File: src/rtl/i2c_arbiter.sv
// i2c_arbiter: shares one I2C master between two requesters.
// Round-robin selection in IDLE, bus lock between START and STOP,
// and forced release of an idle locked owner after TIMEOUT_CYC cycles.
module i2c_arbiter #(
    parameter int TIMEOUT_CYC = 50000
) (
    input  logic       clk,
    input  logic       rst,
    input  logic       m0_req,
    input  logic [3:0] m0_cmd,
    input  logic [7:0] m0_wr_data,
    output logic [7:0] m0_rd_data,
    output logic       m0_done,
    output logic       m0_ack,
    output logic       m0_grant,
    input  logic       m1_req,
    input  logic [3:0] m1_cmd,
    input  logic [7:0] m1_wr_data,
    output logic [7:0] m1_rd_data,
    output logic       m1_done,
    output logic       m1_ack,
    output logic       m1_grant,
    output logic       i2c_req,
    output logic [3:0] i2c_cmd,
    output logic [7:0] i2c_wr_data,
    input  logic [7:0] i2c_rd_data,
    input  logic       i2c_done,
    input  logic       i2c_slave_ack,
    output logic       busy,
    output logic       timeout_err
);

    localparam int CNT_W = (TIMEOUT_CYC > 2) ? $clog2(TIMEOUT_CYC) : 1;
    // Compare one below the final count so the registered timeout pulse
    // appears in the same cycle the counter shows TIMEOUT_CYC-1.
    localparam logic [CNT_W-1:0] CNT_TRIP = CNT_W'(TIMEOUT_CYC - 2);

    typedef enum logic [2:0] {
        ST_IDLE,
        ST_ISSUE,
        ST_WAIT,
        ST_DONE,
        ST_OWN
    } state_t;

    state_t           state;
    logic             owner;      // 0 = m0, 1 = m1
    logic             rr_next;    // requester preferred on a tie
    logic [CNT_W-1:0] idle_cnt;

    logic             idle_pick;
    logic             sel;
    logic             owner_req;
    logic [3:0]       sel_cmd;
    logic [7:0]       sel_wr;

    // Requester selection and the command/data of the selected requester
    always_comb begin
        idle_pick = rr_next;
        if (m0_req && !m1_req) begin
            idle_pick = 1'b0;
        end else if (m1_req && !m0_req) begin
            idle_pick = 1'b1;
        end
        sel       = (state == ST_OWN) ? owner : idle_pick;
        owner_req = owner ? m1_req : m0_req;
        sel_cmd   = sel ? m1_cmd : m0_cmd;
        sel_wr    = sel ? m1_wr_data : m0_wr_data;
    end

    // Arbitration FSM with all outputs registered
    always_ff @(posedge clk) begin
        if (rst) begin
            state       <= ST_IDLE;
            owner       <= 1'b0;
            rr_next     <= 1'b0;
            idle_cnt    <= '0;
            i2c_req     <= 1'b0;
            i2c_cmd     <= '0;
            i2c_wr_data <= '0;
            m0_grant    <= 1'b0;
            m1_grant    <= 1'b0;
            m0_done     <= 1'b0;
            m1_done     <= 1'b0;
            m0_ack      <= 1'b0;
            m1_ack      <= 1'b0;
            m0_rd_data  <= '0;
            m1_rd_data  <= '0;
            busy        <= 1'b0;
            timeout_err <= 1'b0;
        end else begin
            i2c_req     <= 1'b0;
            m0_done     <= 1'b0;
            m1_done     <= 1'b0;
            timeout_err <= 1'b0;
            case (state)
                ST_IDLE: begin
                    if (m0_req || m1_req) begin
                        state       <= ST_ISSUE;
                        owner       <= sel;
                        m0_grant    <= ~sel;
                        m1_grant    <= sel;
                        i2c_req     <= 1'b1;
                        i2c_cmd     <= sel_cmd;
                        i2c_wr_data <= sel_wr;
                        busy        <= 1'b1;
                    end
                end
                ST_ISSUE: begin
                    state <= ST_WAIT;
                end
                ST_WAIT: begin
                    if (i2c_done) begin
                        state <= ST_DONE;
                        if (owner) begin
                            m1_done    <= 1'b1;
                            m1_rd_data <= i2c_rd_data;
                            m1_ack     <= i2c_slave_ack;
                        end else begin
                            m0_done    <= 1'b1;
                            m0_rd_data <= i2c_rd_data;
                            m0_ack     <= i2c_slave_ack;
                        end
                    end
                end
                ST_DONE: begin
                    if (i2c_cmd[3]) begin
                        state    <= ST_IDLE;
                        m0_grant <= 1'b0;
                        m1_grant <= 1'b0;
                        busy     <= 1'b0;
                        rr_next  <= ~owner;
                    end else begin
                        state    <= ST_OWN;
                        idle_cnt <= '0;
                    end
                end
                ST_OWN: begin
                    if (owner_req) begin
                        state       <= ST_ISSUE;
                        i2c_req     <= 1'b1;
                        i2c_cmd     <= sel_cmd;
                        i2c_wr_data <= sel_wr;
                    end else if (idle_cnt == CNT_TRIP) begin
                        state       <= ST_IDLE;
                        timeout_err <= 1'b1;
                        m0_grant    <= 1'b0;
                        m1_grant    <= 1'b0;
                        busy        <= 1'b0;
                        rr_next     <= ~owner;
                        idle_cnt    <= idle_cnt + 1'b1;
                    end else begin
                        idle_cnt <= idle_cnt + 1'b1;
                    end
                end
                default: begin
                    state <= ST_IDLE;
                end
            endcase
        end
    end

endmodule

File: config.mk
export PLATFORM = sky130hd
export DESIGN_NAME = i2c_arbiter
export DESIGN_NICKNAME = d
export VERILOG_FILES = /design/src/rtl/i2c_arbiter.sv
export SDC_FILE = /design/constraint.sdc
export NUM_CORES = 1
export LEC_CHECK = 0
export CAP_MARGIN = 20
export CORE_MARGIN = 3
export CORE_UTILIZATION = 49
export CTS_CLUSTER_DIAMETER = 100
export DETAILED_ROUTE_END_ITERATION = 10
export PLACE_DENSITY = 0.8
export SETUP_SLACK_MARGIN = 0.3
export SLEW_MARGIN = 20
export SYNTH_ARGS = -nofsm -noshare
export SYNTH_HDL_FRONTEND = slang
export SYNTH_SLANG_ARGS = --single-unit
File: constraint.sdc
create_clock -name clk -period 2.2 [get_ports clk]
set_clock_uncertainty 0.15 [all_clocks]
set_input_delay 0.33 -clock clk [delete_from_list [all_inputs] [get_ports clk]]
set_output_delay 0.33 -clock clk [all_outputs]
set_load 0.03 [all_outputs]
==> out/results.env <==
RUN_STATUS='completed'
COUNT_OF_FINAL_HOLD_CHECK_VIOLATIONS=0
IOS=75
WORST_EP_ARRIVAL_TIME_NS=2.00
CTS-ROOT-BUF='clkbuf_8'
YS_TYPES=51
TIMING.FINAL.CRIT_PERIOD_NS=1.92
DPL_CELL_AREA_SQ_UM=3910
SYNTH_SEQUENTIAL_AREA_RATIO_PCT=38.9
DRTPASS1ITERATIONS=5
DRV.MAX_CAP_VIOLATION_COUNT=0
TOTAL_NUMBER_OF_VIAS=3019
COUNT_OF_INPUT_AND_OUTPUT_BUFFERS=74
LATEST_CLOCK_ARRIVAL_WITHIN_THE_WORST_SKEW_PAIR_NS=0.34
INITIAL_UTILIZATION_PCT=52.3
GRT_START_MAX_NET_PINS=38
ROUTED_WL_MM=8.36
POSTCTSHOLDBUFS=0
PEAK_FANOUT_ALONG_THE_CRITICAL_PATH=5
OVERALL_GLOBAL_ROUTING_RESOURCE_USAGE_PCT=24.2
SEQ_CELLS_POST_SYNTH=58
NUMBER_OF_SETUP_VIOLATIONS_IN_THE_FINAL_REPORT=0
DIE_W_UM=84.0
TRITONCTS='built'
TOTAL_POWER_W=0.00295
CPMAXSTAGEDELAYCELL='or4_4'
POST-DP-HPWL_MM=5.79
CP.REQUIRED_NS=2.28
VDD.IR_DROP.WORST_mV=0.533
DRT-VIAS-PER-INSTANCE=5.84
FIN_AREA_SQ_UM=4220
SYNTH_ASYNC_SR_FLOP_SHARE_PCT=0
CTS.SINKS=58
SYN-INSTANCE-COUNT=355
CTS_MADE_BUFFERS=9
POST-PLACE-WS_NS=-0.0475
INSERTEDDIODECOUNT=0
LAYOUT_COMMONEST_CELL='clkdlybuf4s50_1'
GR-TOTAL-OVERFLOW=0
SHARE_OF_LAYOUT_CELLS_ABOVE_DRIVE_STRENGTH_1_PCT=15.3
GRT_PASS1_WL_MM=13.9
PLACE.GP.CONGESTION=0.909
CP-END-KIND='register'
LAYOUT_WORST_PATH_CYCLE_SHARE_PCT=87.1
CLK_TRANSITION_REPORTED_PATHS_NS=0.07
CRITICAL-PATH-TOP-CELL-BY-COUNT='or4_4'
MAX_SLEW_VIOLATION_COUNT=0
NUMBER_OF_ENABLE_TYPE_REGISTER_CELLS_IN_THE_SYNTHESIZED_NETLIST=0
CTS-ROOT-TO-SINK-BUFFERS=2
HOLD_SLACK_NS=0.308
SYN2LAYOUT_AREA_GROWTH_PCT=41.5
DETAILED_ROUTE_WIRE_LENGTH_PER_CELL_UM=16.2
LAYOUT_COMMON_CELLS='clkdlybuf4s50_1 (65), dfxtp_1 (51), nand2_1 (32)'
DIE-HEIGHT_UM=84.0
SLOWEST_STAGE_DELAY_CP_NS=0.54
NUMBER_OF_H_TREE_LEVELS=3
WORST_PIN_SLEW_NS=0.547
SYNTH_AREA_LEADER_CELL='dfxtp_1'
FINAL_ANTENNA_NET_COUNT=0
SYNTH.CELL_AREA_SQ_UM=2980
YS_DOMINANT_REG_CELL='dfxtp_1'
SETUP_REPAIR_AFTER_GLOBAL_ROUTING_MISSED_ITS_MARGIN='true'
SYNTH.NET_COUNT=395
INITIAL_ANTENNA_VIOLATION_COUNT=0
CORE_AREA_SQ_UM=5710
PATH_DELAY_FAMILY='simple AND/OR/NAND/NOR gates'
SYNTH_LARGEST_TYPE_AREA_FRACTION_PCT=38.9
WORST_SLACK_NS=0.283
CP.BUFFERS_INVERTERS=0
MAX_CLOCK_FREQ_MHz=522
POWER.LEAKAGE_nW=1.68
DIE_AREA_SQ_UM=7060
POWER_PER_CELL_AREA_nW_PER_UM2=698
WORSTPATHCELLLIST='nand4_1, or4_4, or4_4, mux2i_1'
SYNTH.AVG_CELL_AREA_SQ_UM=8.41
ROUTE.DETAILED.DRC=0
MAX_SLEW_MARGIN_PCT=63.5
WORSTSETUPSTARTPOINTTYPE='register'
FIRST_GLOBAL_VIAS=2840
CRITPATHKIND='reg2reg'
DRT_ITER0_MARKERS=204
YOSYS_WARNINGS=0
NUM-NETS-FINAL=480
TIMING.HOLD.WORST.CLASS='reg2reg'
ROWS=27
UTILIZATION_PCT=74.0
N_FILL_CELL=421
SYNTH.TOP_CELLS.BY_AREA='dfxtp_1 (39%), mux2i_1 (4.4%), nand2_1 (4.0%)'
-- logic make-up (layout without fill, tap and decap cells) --
family	after synthesis	after routing	synth area share (%)
flip-flops	58	58	38.9
AO/OA/AOI/OAI	94	94	21.7
adder cells (fa/ha/maj)	2	2	0.838
AND/OR/NAND/NOR	147	147	27.5
buffers and inverters	35	125	4.61
XOR/XNOR	3	3	0.881
multiplexers	16	16	5.49
-- path summary, 6_finish.rpt --
kind / from / end / slack [ns] / cells past startpoint
hold / removal: m1_rd_data[2] / m1_rd_data[2] / 0.31 / 2
hold reg to reg: m1_rd_data[2] / m1_rd_data[2] / 0.31 / 2
setup / recovery: idle_cnt[5] / idle_cnt[15] / 0.28 / 4
setup reg to reg: idle_cnt[5] / idle_cnt[15] / 0.28 / 4
-- power by group --
part | switching, W | internal [W] | total [W]
Combinational | 0.000351 | 0.000304 | 0.000655
Sequential | 0.0000577 | 0.00112 | 0.00117
Clock | 0.000448 | 0.000670 | 0.00112
-- worst register-to-register path: cells and delay by family (launching register included) --
family           cells  cell delay [ns]
and+or+nand+nor      3             1.18
muxes                1             0.13
DFF                  1             0.36
-- layer usage --
layer,up-vias,part of all wire (%),wire (um),track usage (%)
met5,-,0,0,0
met4,0,0.68,57,5.56
met3,9,8.8,735,9.58
met2,131,47,3930,37.4
met1,1402,44,3640,31.7
li1,1477,-,-,-
-- registers in the layout, indices dropped and copies added, names as in the netlist --
signal / cells
timeout_err: 1
m0_rd_data: 8
state: 3
m1_grant: 1
i2c_req: 1
m0_ack: 1
busy: 1
i2c_wr_data: 8
m0_done: 1
m1_rd_data: 8
m1_done: 1
i2c_cmd: 4
m0_grant: 1
idle_cnt: 16
rr_next: 1
owner: 1
m1_ack: 1
-- synthesized netlist by cell type (2+ instances only) --
master     count
a211oi_1       4
a21oi_1       22
a22o_1        12
and2_1        17
and3_1         4
buf_1          3
buf_2          5
clkbuf_1      20
dfxtp_1       58
ha_1           2
inv_1          7
mux2_2         3
mux2i_1       13
nand2_1       32
nand2b_1       3
nand3_1       12
nand4_1        8
nor2_1        24
nor2b_1       15
nor3_1         6
nor4bb_1       3
o2111ai_1     12
o211ai_1      12
o21a_1         2
o21ai_0       16
o31ai_1        7
or2_2          2
or3_1          2
or4_1          5
or4_4          2
xnor2_1        2
-- timing repair --
item / 4_1_cts / 5_1_grt
gates resized for setup: 8 / 19
pin swaps: 1 / 1
cloned: 0 / 0
setup endpoints to repair: 20 / 37
setup buffers: 1 / 1
-- area by class of cell --
| class | instances | area [sq um] | share of cell area [%] |
|---|---|---|---|
| Inverter | 7 | 26.3 | 0.622 |
| Timing Repair Buffer | 102 | 970 | 23.0 |
| Sequential cell | 58 | 1180 | 27.9 |
| Clock buffer | 10 | 138 | 3.26 |
| Tap cell | 72 | 90.1 | 2.13 |
| Multi-Input combinational cell | 262 | 1730 | 41.0 |
| Clock inverter | 6 | 90.1 | 2.13 |
-- per-stage QoR --
step / setup TNS (ns) / std cells
floorplan: 0 / 355
global placement: -0.0325 / 499
detailed placement: -0.144 / 499
CTS: 0 / 516
global route: 0 / 517
finish: 0 / 517
No activity file was read; power rests on OpenSTA's default activity.
